===== config.mk =====
export PLATFORM = sky130hd
export DESIGN_NAME = rr_arb4_ctrl
export DESIGN_NICKNAME = d
export VERILOG_FILES = /design/src/rtl/rr_arb4_ctrl_pkg.sv /design/src/rtl/rr_arb4_ctrl_gnt_decoder.sv /design/src/rtl/rr_arb4_ctrl.sv
export SDC_FILE = /design/constraint.sdc
export NUM_CORES = 1
export LEC_CHECK = 0
export ABC_AREA = 1
export ABC_CLOCK_PERIOD_IN_PS = 3600
export BUFFER_PORTS_ARGS = -buffer_cell sky130_fd_sc_hd__buf_2
export CAP_MARGIN = 25
export CORE_ASPECT_RATIO = 1.5
export CORE_MARGIN = 2
export CORE_UTILIZATION = 50
export DETAILED_ROUTE_END_ITERATION = 10
export GPL_TIMING_DRIVEN = 0
export PLACE_DENSITY = 0.78
export SLEW_MARGIN = 20
export SYNTH_ARGS = -nofsm -noshare
export SYNTH_HDL_FRONTEND = slang
export SYNTH_SLANG_ARGS = --single-unit

===== constraint.sdc =====
create_clock -name clk -period 3.6 [get_ports clk]
set_input_delay 0.18 -clock clk [delete_from_list [all_inputs] [get_ports clk]]
set_output_delay 0.18 -clock clk [all_outputs]
set_load 0.005 [all_outputs]

===== src/rtl/rr_arb4_ctrl_pkg.sv =====
// rtl/rr_arb4_ctrl_pkg.sv - shared types, constants and rotating-priority pick for rr_arb4_ctrl
package rr_arb4_ctrl_pkg;

  localparam int NUM_REQ = 4;
  localparam int IDX_W   = 2;

  typedef enum logic {
    IDLE  = 1'b0,
    GRANT = 1'b1
  } arb_state_t;

  // First set request bit scanning ptr, ptr+1, ... with wrap-around.
  function automatic logic [IDX_W-1:0] rr_pick(input logic [NUM_REQ-1:0] req,
                                               input logic [IDX_W-1:0]   ptr);
    logic [IDX_W-1:0] idx;
    logic             found;
    rr_pick = ptr;
    found   = 1'b0;
    for (int k = 0; k < NUM_REQ; k++) begin
      idx = ptr + IDX_W'(k);
      if (!found && req[idx]) begin
        rr_pick = idx;
        found   = 1'b1;
      end
    end
  endfunction

endpackage


===== src/rtl/rr_arb4_ctrl_gnt_decoder.sv =====
// rtl/rr_arb4_ctrl_gnt_decoder.sv - 2-to-4 one-hot decoder with enable
import rr_arb4_ctrl_pkg::*;

module gnt_decoder (
  input  logic               i_en,
  input  logic [IDX_W-1:0]   i_id,
  output logic [NUM_REQ-1:0] o_onehot
);

  always_comb begin
    o_onehot = '0;
    if (i_en) o_onehot[i_id] = 1'b1;
  end

endmodule


===== src/rtl/rr_arb4_ctrl.sv =====
// rtl/rr_arb4_ctrl.sv - 4-way round-robin arbiter with hold-time pre-emption; ARB_LOCK_EN adds the lock input
import rr_arb4_ctrl_pkg::*;

module rr_arb4_ctrl #(
  parameter int MAX_HOLD = 8
) (
  input  logic               clk,
  input  logic               rst,
`ifdef ARB_LOCK_EN
  input  logic               lock,
`endif
  input  logic [NUM_REQ-1:0] req,
  output logic [NUM_REQ-1:0] gnt,
  output logic [IDX_W-1:0]   gnt_id,
  output logic               gnt_valid
);

  localparam logic [7:0] MAX_HOLD_C = 8'(MAX_HOLD);

  arb_state_t          r_state;
  arb_state_t          w_state_nxt;
  logic [IDX_W-1:0]    r_ptr;
  logic [IDX_W-1:0]    r_gnt_id;
  logic [7:0]          r_hold_cnt;
  logic [NUM_REQ-1:0]  w_gnt;
  logic                w_gnt_valid;
  logic                w_lock;
  logic                w_others;
  logic                w_preempt;
  logic                w_release;

`ifdef ARB_LOCK_EN
  assign w_lock = lock;
`else
  assign w_lock = 1'b0;
`endif

  // w_gnt is zero outside GRANT, so only the owner's bit is masked.
  assign w_others  = |(req & ~w_gnt);
  assign w_preempt = (r_hold_cnt == MAX_HOLD_C) && w_others && !w_lock;
  assign w_release = !req[r_gnt_id] || w_preempt;

  always_ff @(posedge clk) begin
    if (rst) r_state <= IDLE;
    else     r_state <= w_state_nxt;
  end

  always_comb begin
    w_state_nxt = r_state;
    case (r_state)
      IDLE:    if (|req)     w_state_nxt = GRANT;
      GRANT:   if (w_release) w_state_nxt = IDLE;
      default: w_state_nxt = IDLE;
    endcase
  end

  always_comb begin
    w_gnt_valid = (r_state == GRANT);
  end

  always_ff @(posedge clk) begin
    if (rst) begin
      r_ptr      <= '0;
      r_gnt_id   <= '0;
      r_hold_cnt <= '0;
    end else if (r_state == IDLE) begin
      if (|req) begin
        r_gnt_id   <= rr_pick(req, r_ptr);
        r_hold_cnt <= 8'd1;
      end
    end else if (w_release) begin
      r_ptr      <= r_gnt_id + 1'b1;
      r_hold_cnt <= '0;
    end else if (r_hold_cnt != MAX_HOLD_C) begin
      r_hold_cnt <= r_hold_cnt + 8'd1;
    end
  end

  gnt_decoder u_gnt_decoder (
    .i_en     (w_gnt_valid),
    .i_id     (r_gnt_id),
    .o_onehot (w_gnt)
  );

  assign gnt       = w_gnt;
  assign gnt_id    = r_gnt_id;
  assign gnt_valid = w_gnt_valid;

endmodule


=== Word-level counts from Yosys, hierarchy flattened ===
Cells that the tools add are included.

* Flip-flop bits (word level): 13
* Input bits: 6
* Output and inout port bits: 7
* Logic and storage cells: 72

* Add/subtract/negate cells: 5
* Order comparisons: 6
* Eq/ne operators: 3
* Multiplexer cells: 35
* Bitwise logic cells: 3
* Reductions and logical operators: 16

{| class="wikitable"
|+ Operator list
! kind !! count
|-
| 2-to-1 mux 8 bit || 4
|-
| 2-to-1 mux 1 bit || 20
|-
| less-than comparator 2 x 3 -> 1 bit (second input constant) || 5
|-
| binary-select mux 1 bit (select 2 bit) || 5
|-
| adder 8 x 1 -> 8 bit (second input constant) || 1
|-
| equality test 8 x 4 -> 1 bit (second input constant) || 1
|-
| != test 8 x 4 -> 1 bit (second input constant) || 1
|-
| OR reduction 4 bit || 2
|-
| 2-to-1 mux 2 bit || 3
|-
| AND reduction 2 bit || 3
|-
| logical AND 1 bit || 5
|-
| adder 2 x 1 -> 2 bit (second input constant) || 2
|-
| adder 2 bit (second input constant) || 2
|-
| bitwise AND 4 bit || 1
|-
| zero test 1 bit || 4
|-
| 2-to-1 mux 4 bit || 1
|-
| NOT 4 bit || 1
|-
| != test 3 x 1 -> 1 bit (second input constant) || 1
|-
| demux 1 bit (select 2 bit) || 1
|-
| >= comparator 2 x 1 -> 1 bit (second input constant) || 1
|-
| one-hot mux 1 bit (2 select lines) || 1
|-
| nonzero test 2 bit || 1
|-
| logical OR 1 bit || 1
|-
| NOT 1 bit || 1
|}

=== Logic depth before layout (Yosys ltp) ===
Gate-level depths: netlist of run 1.

* Depth in word-level cells: 21
* Depth in mapped cells: 12
* Gate-level depth less buffers: 12

=== Cells and area by module ===
A second synthesis of run 1 with hierarchy kept.

* Cell total of the unflattened synthesis: 176
* Area, all modules: 1068.5 µm²

{| class="wikitable"
|+ By module, submodules not included
! module !! times used !! cells each !! area an instance (µm²) !! seq. area each (µm²)
|-
| rr_arb4_ctrl || 1 || 168 || 1038.5 || 260.2
|-
| gnt_decoder || 1 || 8 || 30.0 || 0.0
|}

=== Worst setup path before layout of run 1 ===
Ideal clock, no wire load.

* Kind: reg-to-reg
* From: register r_gnt_id[0] (netlist: gnt_id[0])
* To: register r_ptr[0]
* Library setup time: 0.120 ns
* Arrival time: 1.393 ns
* Required time: 3.480 ns
* Slack: 2.087 ns
* Cell stages (with the launch flop): 11
* Path buffers: 0
* Clock period less this slack: 1.513 ns
* Cells stage by stage: dfxtp_1 inv_1 ha_1 nand2_1 inv_1 o21ai_1 o21ai_1 nand2_2 nand2_2 o21ai_1 a21oi_1

* Cells in the longest elaborated chain, start to end: 11
* Elaborated cells on any way between the ends: 16
* Those cells by class: add/sub: 1; order compare: 2; mux: 5; bitwise: 2; reduce/logical: 6

{| class="wikitable"
|+ Ends and longest elaborated chain
! what !! line !! source
|-
| start, declared || rr_arb4_ctrl.sv:23 || <nowiki>logic [IDX_W-1:0] r_gnt_id;</nowiki>
|-
| start signal, assigned || rr_arb4_ctrl.sv:68 || <nowiki>r_gnt_id <= rr_pick(req, r_ptr);</nowiki>
|-
| less-than comparator 2 x 3 -> 1 bit (implied by the code) / >= comparator 2 x 1 -> 1 bit (equally long branches) || rr_arb4_ctrl_gnt_decoder.sv:12 || <nowiki>if (i_en) o_onehot[i_id] = 1'b1;</nowiki>
|-
| logical AND 1 bit (implied by the code) || rr_arb4_ctrl_gnt_decoder.sv:12 ||
|-
| 2-to-1 mux 1 bit (implied by the code) || rr_arb4_ctrl_gnt_decoder.sv:12 ||
|-
| demux 1 bit (select 2 bit) (*) || - ||
|-
| 2-to-1 mux 4 bit (*) || rr_arb4_ctrl_gnt_decoder.sv:12 ||
|-
| via gnt[2] || rr_arb4_ctrl.sv:13 || <nowiki>output logic [NUM_REQ-1:0] gnt,</nowiki>
|-
| NOT 4 bit (*) || rr_arb4_ctrl.sv:39 || <nowiki>assign w_others = |(req & ~w_gnt);</nowiki>
|-
| bitwise AND 4 bit (*) || rr_arb4_ctrl.sv:39 ||
|-
| OR reduction 4 bit (*) || rr_arb4_ctrl.sv:39 ||
|-
| logical AND 1 bit (*) || rr_arb4_ctrl.sv:40 || <nowiki>assign w_preempt = (r_hold_cnt == MAX_HOLD_C) && w_others && !w_lock;</nowiki>
|-
| logical OR 1 bit (*) || rr_arb4_ctrl.sv:41 || <nowiki>assign w_release = !req[r_gnt_id] || w_preempt;</nowiki>
|-
| AND reduction 2 bit (no source line) (*) || - ||
|-
| end signal, assigned || rr_arb4_ctrl.sv:72 || <nowiki>r_ptr <= r_gnt_id + 1'b1;</nowiki>
|-
| end, declared || rr_arb4_ctrl.sv:22 || <nowiki>logic [IDX_W-1:0] r_ptr;</nowiki>
|}

Mark *: on every way through the listed nets, which the timed path passes. The rest lies on a longest branch. The select of a mux whose other input is x is not followed.
A chain may end at the register's enable or synchronous reset.

=== Worst setup path after layout of run 1 ===
* From: register r_gnt_id[0] (netlist: gnt_id[0])
* To: register r_hold_cnt[3]

* Cells in the longest elaborated chain, start to end: 12
* Elaborated cells on any way between the ends: 18
* Those cells by class: order compare: 2; eq/ne: 1; mux: 7; bitwise: 2; reduce/logical: 6

{| class="wikitable"
|+ Ends and longest elaborated chain
! what !! line !! source
|-
| less-than comparator 2 x 3 -> 1 bit (implied by the code) / >= comparator 2 x 1 -> 1 bit (equally long branches) || rr_arb4_ctrl_gnt_decoder.sv:12 ||
|-
| logical AND 1 bit (implied by the code) || rr_arb4_ctrl_gnt_decoder.sv:12 ||
|-
| 2-to-1 mux 1 bit (implied by the code) || rr_arb4_ctrl_gnt_decoder.sv:12 ||
|-
| demux 1 bit (select 2 bit) || - ||
|-
| 2-to-1 mux 4 bit || rr_arb4_ctrl_gnt_decoder.sv:12 ||
|-
| NOT 4 bit || rr_arb4_ctrl.sv:39 ||
|-
| bitwise AND 4 bit || rr_arb4_ctrl.sv:39 ||
|-
| OR reduction 4 bit || rr_arb4_ctrl.sv:39 ||
|-
| logical AND 1 bit || rr_arb4_ctrl.sv:40 ||
|-
| logical OR 1 bit (*) || rr_arb4_ctrl.sv:41 ||
|-
| != test 3 x 1 -> 1 bit (no source line) / 2-to-1 mux 8 bit (equally long branches) || - ||
|-
| AND reduction 2 bit (no source line) / 2-to-1 mux 8 bit (equally long branches) || - ||
|-
| end signal, assigned || rr_arb4_ctrl.sv:75 || <nowiki>r_hold_cnt <= r_hold_cnt + 8'd1;</nowiki>
|-
| end, declared || rr_arb4_ctrl.sv:24 || <nowiki>logic [7:0] r_hold_cnt;</nowiki>
|}

Mark *: on every way between the ends. The rest lies on a longest branch, timed or not. The select of a mux whose other input is x is not followed.

==> results.md, run 1 <==
STA:
- The worst pin sits at a relative slew slack of 0.7047.
- The worst clock skew on the final layout is 1.966 ps.
- The worst-margin pin slew is 442.9 ps.
- The final critical delay including setup and external delays is 1715 ps.
- The count of endpoints failing setup in the final report is 0.
- The number of endpoints with negative hold slack in the final report is 0.
- The total negative setup slack is 0 ps.
- The post-route fraction of the period consumed by the critical path is 0.4764.
- Timing would allow up to 0.5831 GHz.
- The number of max-slew violations in the final report was 0.
- Setup repair after global routing left no endpoint under its margin.

Routing:
- After detailed routing, the average wire length per cell comes to 11.32 um.
- The post-detailed-route DRC marker count is 0.
- The number of iterations in the first detailed-routing pass is 4.
- After detailed routing, the total wire length is 2.434 mm.
- For this block, the initial DRC count from the detailed router was 31.
- The number of antenna-violating nets in the routed design is 0.
- The total number of vias is 1,119.
- The via density per instance is 5.205.

Floorplan:
- The total die area is 2574 um^2.
- The row count is 20.
- The initial utilization of the core area, before any placement, comes to 0.5305.
- The number of top-level pins is 13.
- Measured along the x axis, the die boundary spans 42.10 um.
- The core area is 2052 um^2.
- The floorplan step set the die height to 61.15 um.

Layout:
- The final net count is 206.
- The area growth from synthesis to final layout is 10.00%.
- After the flow finishes, the layout carries non-filler instances totaling 215.
- The filler cells instantiated in the layout total 211.
- The multi-input logic area is 720.7 um^2.
- The number of antenna cells inserted is 0.
- The combined flip-flop and latch cell area is 260.3 um^2.
- The share of layout cells above drive strength 1 is 0.1658.

Worst setup path:
- The type of the setup path with the least slack is reg2reg.
- The kind of cell with the highest combined delay on the critical path is simple AND/OR/NAND/NOR gates.
- The largest single stage delay on the critical path is 430 ps.
- The worst setup path is captured at a flop.
- Data on the critical path arrives at its endpoint at 1930 ps.
- The logic depth of the worst setup path including buffers is 11.
- The cell with the biggest individual delay on the critical path is dfxtp_1.
- The critical path goes through inv_1 -> ha_1 -> nand2_1 -> inv_1 -> o21ai_1 -> nor2_1 -> nand3_1 -> nand2_2 -> nand2_1 -> nand3_1 -> a21oi_1.
- The sort of element at the start of the critical path is a flop.
- The number of buffer and inverter instances along the worst setup path is 2.
- Of all nets on the critical path, the largest fanout is 8.
- Counting cells, the worst reg-to-reg path comes to 11.
- Data on the critical path is required at its endpoint by 3810 ps.

Clocking:
- The number of setup buffers added after CTS is 0.
- The post-CTS resize count is 0.
- The number of hold buffers added after CTS was 0.
- TritonCTS built the clock tree.
- For the worst-skew pair, the clock arrives at the later sink with an insertion delay of 280 ps.
- The maximum number of buffers from clock root to sink is 2.
- Counting the buffers created by CTS gives 3.
- The cell at the root of the clock tree is clkbuf_4.
- For this design, the sink count on the clock tree is 13.
- After clock tree synthesis, the clock-pin slew on the worst setup and hold paths is 80 ps.
- CTS built an H-tree with a depth of 1.

Global route:
- The total global routing track utilization is 0.2156.
- The global-route wire length before repair is 4.298 mm.
- The initial antenna violation count came to 0.
- Summed over all layers, the global routing overflow is 0.
- The number of global-route vias before repair is 1,046.
- The maximum number of pins on one net before global-route repair is 11.

Min path:
- The worst hold path passes through 2 cells.
- The worst hold path belongs to the class in2reg.

Power:
- The total power per unit cell area is 402.9 nW/um^2.
- The total power of the final layout is 0.4824 mW.
- For this design the static power due to leakage is 0.6030 nW.
- The peak ir drop on the vdd network is 0.0002713 V.

Logic synthesis:
- Synthesis produced a netlist whose cell count is 178.
- The synthesized design contains 13 register bits.
- In this run the mean area of a mapped cell was 6.115 um^2.
- The number of nets in the synthesized netlist is 190.
- The Yosys step of the flow raised 0 warnings.
- The part of the Yosys area used for sequential elements is 0.2391.
- Synthesis instantiated 23 different standard cells from the library.
- The mapped cell area is 1089 um^2.

Status:
- The flow ran to the end, and the final reports show no timing, DRC or antenna violations.

Placement:
- Summed over all nets, the half-perimeter wirelength after detailed placement is 1.954 mm.
- Including well taps, the total number of placed cells is 211.
- The number of buffer cells added on primary ports is 11.
- The final estimated routing congestion in global placement is 0.8089.

Flow run:
- Across the run, the number of max-cap violations was 0.
==> path summary, 6_finish.rpt <==
path	from	endpoint	slack [ps]
min reg2reg	r_hold_cnt[7]$_SDFFE_PP0P_	r_hold_cnt[7]$_SDFFE_PP0P_	530
min	rst	r_hold_cnt[3]$_SDFFE_PP0P_	290
max	gnt_id[0]$_SDFFE_PP0P_	r_hold_cnt[3]$_SDFFE_PP0P_	1890
max reg2reg	gnt_id[0]$_SDFFE_PP0P_	r_hold_cnt[3]$_SDFFE_PP0P_	1890
==> kinds of logic (layout without fill, tap and decap cells) <==
kind of cell    after synthesis  after routing  synth area share
fa+ha+maj                     6              6           0.06896
compound gates               22             22            0.1092
buf+inv                      26             41           0.09884
xor+xnor                      6              6           0.04828
flops                        13             13            0.2391
simple gates                105            105            0.4356
==> cell usage in the layout, fill, tap and decap left out, types with 3 or more instances in the layout <==
cell,Yosys,layout
nand4_1,3,3
nand3_1,24,24
o21ai_0,3,3
dfxtp_1,13,13
inv_1,17,17
ha_1,6,6
nand2_2,7,7
buf_2,2,13
clkbuf_4,0,3
xor2_1,5,5
o21ai_1,5,5
nand2_1,55,55
nor2_1,11,11
a21oi_1,11,11
inv_2,4,4
==> power breakdown <==
group | switching (mW) | leakage [nW] | internal (mW)
logic | 0.142 | 0.482 | 0.0746
registers | 0.0166 | 0.106 | 0.156
clock network | 0.0496 | 0.0150 | 0.0430
==> area by class of cell <==
cell class,instances,area share
tap,22,0.02299
inverter,21,0.06583
clock buffer,4,0.02194
sequential,13,0.2173
multi-input combinational,139,0.6019
timing repair buffer,11,0.04598
buffer,5,0.02403
==> cells in the mapped netlist <==
cell type,n,area (um^2)
a21oi_2,1,8.760
nand3_1,24,120.1
xor2_1,5,43.79
o211ai_1,2,15.01
inv_2,4,15.01
nor3_1,2,10.01
nand2_4,2,22.52
ha_1,6,75.07
dfxtp_1,13,260.3
buf_1,1,3.750
nor2_4,1,11.26
buf_6,1,11.26
nand2_1,55,206.5
inv_1,17,63.81
nand4_1,3,18.77
a21oi_1,11,55.05
clkbuf_1,1,3.750
o21ai_0,3,15.01
o21ai_1,5,25.02
nor2_1,11,41.29
xnor2_1,1,8.760
nand2_2,7,43.79
buf_2,2,10.01
==> stage by stage <==
stage / hold slack, ps / instance area [um^2] / setup WS (ps) / utilization
after floorplan: 470.9 / 1089 / 2087 / -
after global placement: 507.3 / 1171 / 1929 / 0.5707
after detailed placement: 511.6 / 1171 / 1917 / 0.5707
after CTS: 298.1 / 1197 / 1892 / 0.5835
after global routing: 322.4 / 1197 / 1692 / 0.5835
final: 293.1 / 1197 / 1885 / 0.5835
==> metal layers <==
metal	track usage	wire length [um]
met1	0.2196	940
met2	0.4420	1393
met3	0.02639	68
met4	0.08929	31
met5	0	0
==> state kept, by name (all words and copies together), names as in the netlist <==
name and flops:
r_ptr 2, gnt_id 2, r_hold_cnt 8, gnt_valid 1
==> worst register-to-register path, cell delays in order, from the launching register on <==
cell     delay (ps)
dfxtp_1         430
inv_1           160
ha_1            230
nand2_1          60
inv_1            40
o21ai_1         170
nor2_1           60
nand3_1          90
nand2_2         130
nand2_1         110
nand3_1          70
a21oi_1         110
No activity file was read; power rests on OpenSTA's default activity.
==> run 2, diff against run 1 <==
Settings changed: ABC_CLOCK_PERIOD_IN_PS 3600 to 1400, PLACE_DENSITY 0.78 to 0.81.
Clock period 3.6 ns to 1.4 ns, I/O delays scaled along.
==> run 2 against run 1 <==
- the run now ends with setup timing left
- sequential cell count did not move
- critical endpoint unchanged
- global-route usage is 1.6 points higher
- design area grew 24%
- via count grew 12%
- register-to-register slack got worse by 2100 ps
- first-iteration DRC count down 29%
- power grew to 3.1 times the previous value
- clock-buffer cell count unchanged
- clock skew grew 1.4 ps
==> results.md, run 2 (synthesis gave the netlist of run 1 again) <==
Placement:
- The HPWL reported at the end of detailed placement is 1.968 mm (+0.70%).
- The final estimated routing congestion in global placement came to 0.8195 (+1.3%).
- The worst-case setup slack after placement came to -168.7 ps (-2085 ps).
- The number of buffer cells added on primary ports is 11 (unchanged).

Floorplan:
- The starting density of the core is 0.5305 (unchanged).
- The width of the chip is 42.10 um (unchanged).
- The number of top-level pins came to 13 (unchanged).
- The total die area is 2574 um^2 (unchanged).
- The core area was 2052 um^2 (unchanged).
- The row count was 20 (unchanged).
- The die height is 61.15 um (unchanged).

Clocking:
- The number of H-tree levels is 1 (unchanged).
- The number of hold buffers added after cts came to 0 (unchanged).
- The number of buffers added by the clock tree synthesis step is 3 (unchanged).
- TritonCTS built the clock tree.
- The clock network latency to the later pin of the worst-skew pair came to 290 ps (about the same).
- The cell sitting at the root of the clock tree is a clkbuf_4.
- The maximum number of buffers from clock root to sink is 2 (unchanged).
- The clock-pin slew reported for the worst setup and hold paths after clock tree synthesis came to 80 ps (about the same).
- The TritonCTS sink count is 13 (unchanged).

STA:
- The minimum hold slack was 206.3 ps (-86.77 ps).
- Setup repair after global routing could not meet its margin everywhere.
- The relative max-transition margin is 0.6596 (-0.04513).
- The post-layout worst setup margin is -179.7 ps (-2065 ps).
- The fmax is 0.6330 GHz (+8.6%).
- The worst clock skew on the final layout is 3.411 ps (+1.444 ps).
- The worst-margin pin slew is 510.6 ps (+67.69 ps).
- The count of endpoints failing setup in the final report is 13 (+13).
- The number of endpoints with negative hold slack in the final report is 0 (unchanged).
- The final critical delay including setup and external delays is 1580 ps (-135.3 ps).
- The number of max-slew violations in the final report was 0 (unchanged).
- The post-route fraction of the period consumed by the critical path is 1.128 (+0.6520).
- The total negative setup slack came to -1649 ps (-1649 ps).

Routing:
- The number of antenna-violating nets in the routed design is 0 (unchanged).
- The average wire per cell in the routed design is 14.22 um (+26%).
- The total wire length is 3.157 mm (+30%).
- The number of iterations in the first detailed-routing pass is 4 (unchanged).
- The post-detailed-route DRC marker count came to 0 (unchanged).
- The via density per instance is 5.635 (+8.3%).
- The total number of vias is 1,251 (+12%).
- The iteration-0 DRC count of the detailed router is 22 (-29%).

Global route:
- The initial antenna violation count is 0 (unchanged).
- The maximum number of pins on one net before global-route repair is 11 (unchanged).
- The total global routing track utilization is 0.2316 (+0.01601).
- The sum of overflow across all layers after global routing came to 0 (unchanged).
- The number of global-route vias before repair is 1,082 (+3.4%).
- The global-route wire length before repair is 4.519 mm (+5.1%).

Layout:
- Leaving out fill and tap cells, the most frequent cells in the layout are nand2_1 (43), nand3_1 (15), inv_1 (13), nand2_2 (12), buf_2 (11).
- The final core utilization is 0.7226 (+0.1390).
- The number of flip-flops under the largest register name is 8 (unchanged).
- The share of layout cells above drive strength 1 was 0.4300 (+0.2642).
- The commonest non-fill, non-tap cell in the layout is nand2_1.
- The register containing the most flip-flops in the final layout is r_hold_cnt.
- The filler cell count in the final layout is 155 (-27%).
- Relative to the synthesized area, the layout overhead comes to 36.21%.
- The final net count was 213 (+3.4%).
- The number of antenna cells inserted is 0 (unchanged).

Worst setup path:
- The worst stage delay on the critical path is 390 ps (-40 ps).
- The nature of the critical path endpoint is a flop.
- The required time of the critical path was 1620 ps (-2190 ps).
- In this design, the critical path's most frequently occurring cell is nand2_4.
- The arrival time of the worst setup path is 1800 ps (-130 ps).
- The number of buffer and inverter instances along the worst setup path came to 1 (-1).
- STA classifies the critical path startpoint as a flop.
- The kind of cell with the highest combined delay on the critical path is simple AND/OR/NAND/NOR gates.
- The type of the setup path with the least slack is reg2reg.
- The signal on the critical path passes through inv_6 -> ha_4 -> nand2_4 -> nand2_2 -> o21ai_2 -> nor2_1 -> nand3_2 -> nand2_4 -> nand3_1 -> a21oi_2.
- The biggest fanout along the worst timing path is 8 (unchanged).
- The cell with the biggest individual delay on the critical path is dfxtp_4.

Status:
- The flow ran to the end, but the final reports show violations.
- The final reports fail on setup timing.

Power:
- The proportion of power drawn by combinational gates came to 0.521 (+0.071).
- The switching portion of total power came to 0.4511 (+0.01885).
- The peak ir drop on the vdd network is 0.0006924 V (+160%).
- The power share of the sequential group was 0.318 (-0.040).
- The total power per unit cell area is 1011 nW/um^2 (+150%).
- The total power of the final layout is 1.499 mW (+210%).
- The internal power contribution is 0.8229 mW (+200%).
- The fraction of power consumed by the clock network is 0.161 (-0.031).
- The leakage power is 0.6946 nW (+15%).
- The net switching power is 0.6763 mW (+220%).

Min path:
- The class of the tightest hold or removal check is in2reg.

Flow run:
- The max-cap check violation count was 0 (unchanged).
run 2: what timing repair did:
action | CTS | global route
endpoints found under the hold margin | 0 | 0
pin swaps | 8 | 23
setup endpoints to repair | 13 | 13
buffers inserted | 3 | 4
gates resized for setup | 25 | 44
run 2: cell type report:
class                           instances  area, um^2  share of cell area
Inverter                               21       91.34             0.06160
Multi-Input combinational cell        139       909.6              0.6135
Tap cell                               22       27.53             0.01857
Clock buffer                            4       26.28             0.01772
Buffer                                  5       35.03             0.02363
Timing Repair Buffer                   18       115.1             0.07764
Sequential cell                        13       277.8              0.1873
run 2: power groups by stage:
stage	combinational, mW	clock (mW)	sequential, mW
after global routing	0.854	0.263	0.481
after global placement	0.537	0	0.455
after detailed placement	0.556	0	0.456
final	0.782	0.242	0.476
after floorplan	0.426	0	0.450
after CTS	0.637	0.245	0.461
run 2: per-stage QoR:
stage | instances | cell area (um^2)
final | 222 | 1483
after global routing | 222 | 1483
after CTS | 218 | 1305
after detailed placement | 211 | 1176
after global placement | 211 | 1176
after floorplan | 178 | 1094
run 2: per-layer routing:
layer | vias to the layer above | global-route usage | part of all wire
li1 | 623 | - | -
met5 | - | 0 | 0
met2 | 32 | 0.5089 | 0.60
met4 | 0 | 0.1071 | 0.027
met1 | 587 | 0.2104 | 0.35
met3 | 9 | 0.01760 | 0.025
run 2: path summary, 6_finish.rpt:
kind | start | endpoint | slack, ps | cells after the start
max | gnt_id[0]$_SDFFE_PP0P_ | r_hold_cnt[3]$_SDFFE_PP0P_ | -180 | 10
min | rst | r_hold_cnt[7]$_SDFFE_PP0P_ | 210 | 2
max reg2reg | gnt_id[0]$_SDFFE_PP0P_ | r_hold_cnt[3]$_SDFFE_PP0P_ | -180 | 10
min reg2reg | r_hold_cnt[1]$_SDFFE_PP0P_ | r_hold_cnt[1]$_SDFFE_PP0P_ | 500 | 2
==> run 3, diff against run 2 <==
Settings changed: ABC_AREA 1 to unset, CORE_ASPECT_RATIO 1.5 to unset, GPL_ROUTABILITY_DRIVEN set to 0, PLACE_DENSITY 0.81 to 0.82.
==> run 3 against run 2 <==
- the run still ends with setup timing left
- design area fell by 18%
- cell count fell by 31%
- combinational power fell by 64%
- critical path depth fell by 4
- sequential cell count did not move
- register-to-register slack got worse by 570 ps
- sequential share of layout area rose by 3.4 points
- global-route usage rose by 0.11 points
- non-clock buffer count did not move
- core utilization fell by 1.9 points
- power fell by 37%
- sequential power fell by 13%
- largest cell class unchanged
- highest routed layer unchanged
==> results.md, run 3 <==
Worst setup path:
- The worst stage delay on the critical path is 500 ps (+110 ps).
- The biggest fanout along the worst timing path is 6 (-2).
- The arrival time of the worst setup path is 2390 ps (+590 ps).
- The required time of the critical path is 1640 ps (+20 ps).
- The sort of element at the start of the critical path is a flop.
- The cell with the biggest individual delay on the critical path is or4b_4.
- The worst setup path is of the reg2reg kind.
- The critical path goes through ha_2 -> a21boi_0 -> a2111o_1 -> a2111oi_4 -> or4b_4 -> nand2_1.
- The nature of the critical path endpoint is a flop.

Floorplan:
- The starting density of the core is 0.5283 (-0.002227).
- The row count is 15 (-25%).
- The core area is 1727 um^2 (-16%).
- The die height is 46.71 um (-24%).
- The total die area is 2182 um^2 (-15%).
- The number of top-level pins is 13 (unchanged).
- The width of the chip is 46.71 um (+11%).

Flow run:
- The max-cap check violation count came to 0 (unchanged).

Routing:
- The number of iterations in the first detailed-routing pass is 4 (unchanged).
- The via density per instance was 5.895 (+4.6%).
- The number of antenna-violating nets in the routed design is 0 (unchanged).
- The post-detailed-route DRC marker count is 0 (unchanged).
- The iteration-0 DRC count of the detailed router is 40 (+82%).
- The total wire length came to 2.459 mm (-22%).
- The total number of vias is 902 (-28%).
- The average wire per cell in the routed design came to 16.07 um (+13%).

Clocking:
- The number of buffers added by the clock tree synthesis step came to 3 (unchanged).
- The clock-pin slew reported for the worst setup and hold paths after clock tree synthesis is 80 ps (about the same).
- The TritonCTS sink count came to 13 (unchanged).
- The maximum number of buffers from clock root to sink was 2 (unchanged).
- The cell at the root of the clock tree is clkbuf_4.
- The clock network latency to the later pin of the worst-skew pair was 290 ps (about the same).
- The number of H-tree levels came to 1 (unchanged).
- The TritonCTS clock tree is done.

Layout:
- The number of flip-flops under the largest register name came to 8 (unchanged).
- The number of antenna cells inserted is 0 (unchanged).
- The final core utilization is 0.7036 (-0.01894).
- The share of layout cells above drive strength 1 came to 0.4375 (+0.007500).
- Counting flops per register, the top entry is r_hold_cnt.
- The final net count came to 141 (-34%).
- In the layout the commonest cells are buf_2 (12), dfxtp_1 (10), buf_4 (8), inv_1 (7).
- The library cell used most frequently in the layout, excluding fill and tap cells, is buf_2.
- From synthesis to final layout, the design area changed by 33.20%.

Logic synthesis:
- The count of state elements after synthesis is 13 (unchanged).
- The count of flip-flops with a built-in enable after synthesis came to 0 (unchanged).
- In the post-synthesis netlist, the cell with the most instances is dfxtp_1.
- Among all flip-flop cells after synthesis, the most frequent one is dfxtp_1.
- The part of the Yosys area used for sequential elements is 0.2853 (+0.04624).
- The area fraction of the dominant cell type after synthesis came to 0.2853 (+0.04624).
- The mean cell area of the mapped netlist is 8.770 um^2 (+43%).
- The instance count of the mapped netlist is 104 (-42%).
- The share of synthesized registers carrying an async set or reset is 0 (unchanged).
- Sorting the synthesized cells by area gives the leading types as dfxtp_1 (29%), ha_1 (8.2%), a21oi_1 (3.8%), inv_1 (3.7%), a21boi_2 (3.7%).
- The number of synthesis warnings is 0 (unchanged).
- The net count after synthesis is 116 (-39%).
- The biggest area contributor in the post-synthesis netlist is dfxtp_1.
- The number of unique standard cell types used by synthesis is 40 (+74%).
- The mapped cell area is 912.1 um^2 (-16%).
- The commonest cells after synthesis are dfxtp_1 (13), inv_1 (9), a21oi_1 (7), nor2_1 (7).

Global route:
- The maximum number of pins on one net before global-route repair is 11 (unchanged).
- The initial antenna violation count was 0 (unchanged).
- The total global routing track utilization was 0.2327 (+0.001100).
- The number of global-route vias before repair is 799 (-26%).
- The global-route wire length before repair is 3.546 mm (-22%).
- The sum of overflow across all layers after global routing is 0 (unchanged).

STA:
- The final critical delay including setup and external delays was 2151 ps (+571.3 ps).
- The number of max-slew violations in the final report is 0 (unchanged).
- The number of endpoints with negative hold slack in the final report is 0 (unchanged).
- The fmax is 0.4649 GHz (-27%).
- Setup repair after global routing could not meet its margin everywhere.
- The post-layout worst setup margin is -751.0 ps (-571.3 ps).
- The relative max-transition margin is 0.6215 (-0.03813).
- The total negative setup slack is -6775 ps (-5125 ps).
- The worst clock skew on the final layout is 4.366 ps (+0.9555 ps).
- The worst-margin pin slew was 562.6 ps (+52.01 ps).
- The count of endpoints failing setup in the final report is 11 (-2).
- The post-route fraction of the period consumed by the critical path is 1.536 (+0.4081).

Min path:
- The class of the tightest hold or removal check is in2reg.

Power:
- The peak ir drop on the vdd network was 0.0007065 V (+2.0%).
- The total power of the final layout was 0.9431 mW (-37%).
- The total power per unit cell area is 776.2 nW/um^2 (-23%).
- The leakage power is 0.4589 nW (-34%).

Placement:
- The HPWL reported at the end of detailed placement is 1.480 mm (-25%).
- The number of buffer cells added on primary ports is 11 (unchanged).

Status:
- The run finished, with violations left.
- The checks that failed: setup timing.
## run 3: cell types whose count changed after synthesis, moves of 4 or more
cell / delta
nand2_1: -49
nand3_1: -21
inv_1: -8
nand2_2: -6
or3_1: +5
xor2_1: -5
a21oi_1: -4
inv_2: -4
nor2_1: -4
## run 3: worst paths after layout
kind                              startpoint                         end  slack [ps]  depth (start not counted)
hold / removal                           rst      gnt_id[1]$_SDFFE_PP0P_          90                          2
setup reg to reg      gnt_id[0]$_SDFFE_PP0P_  r_hold_cnt[2]$_SDFFE_PP0P_        -750                          6
setup / recovery      gnt_id[0]$_SDFFE_PP0P_  r_hold_cnt[2]$_SDFFE_PP0P_        -750                          6
hold reg to reg   r_hold_cnt[7]$_SDFFE_PP0P_  r_hold_cnt[7]$_SDFFE_PP0P_         520                          2
## run 3: routing by layer
metal,wire length (um),vias up,track usage
met4,48,0,0.08889
li1,-,427,-
met1,1014,427,0.2972
met2,1242,41,0.3917
met5,0,-,0
met3,153,7,0.03922
## run 3: area by class of cell
| type | instances | area, um^2 |
|---|---|---|
| flip-flops and latches | 13 | 269.0 |
| fillers | 142 | 511.7 |
| repair buffers | 20 | 123.9 |
| well taps | 25 | 31.28 |
| multi-input cells | 79 | 695.7 |
| clock buffers | 4 | 26.28 |
| inverters | 9 | 38.79 |
| plain buffers | 3 | 30.03 |
## run 3: cells by family after synthesis
logic type                 synth area share
and+or+nand+nor                      0.2373
buffers and inverters               0.06721
DFF                                  0.2853
adders and majority gates           0.08230
muxes                               0.05761
AOI/OAI and AO/OA                    0.2702
## run 3: metrics by stage
stage | instance area, um^2 | instances | hold WS, ps | setup slack, ps
global placement | 1013 | 140 | 354.3 | -856.5
detailed placement | 1013 | 140 | 357.4 | -889.4
finish | 1215 | 153 | 91.62 | -751.0
floorplan | 927.1 | 104 | 129.4 | -694.8
global route | 1215 | 153 | 114.7 | -848.6
CTS | 1170 | 152 | 54.83 | -687.2
## run 3: critical path, delay by kind of cell (launching register included)
family                   cells  cell delay [ps]
AO/OA/AOI/OAI                3              930
adder cells (fa/ha/maj)      1              190
flip-flops                   1              420
AND/OR/NAND/NOR              2              570
## run 3: what timing repair did
item / 4_1_cts / 5_1_grt
hold buffers: 0 / 0
resized for setup: 18 / 8
buffers inserted: 7 / 1
gates cloned: 1 / 0
pin swaps: 7 / 2
endpoints found under the setup margin: 11 / 11
hold endpoints to repair: 0 / 0
## run 3: report_power, final
part	internal, mW	total, mW	switching (mW)
clock network	0.111	0.247	0.136
logic	0.137	0.280	0.143
registers	0.387	0.416	0.0299
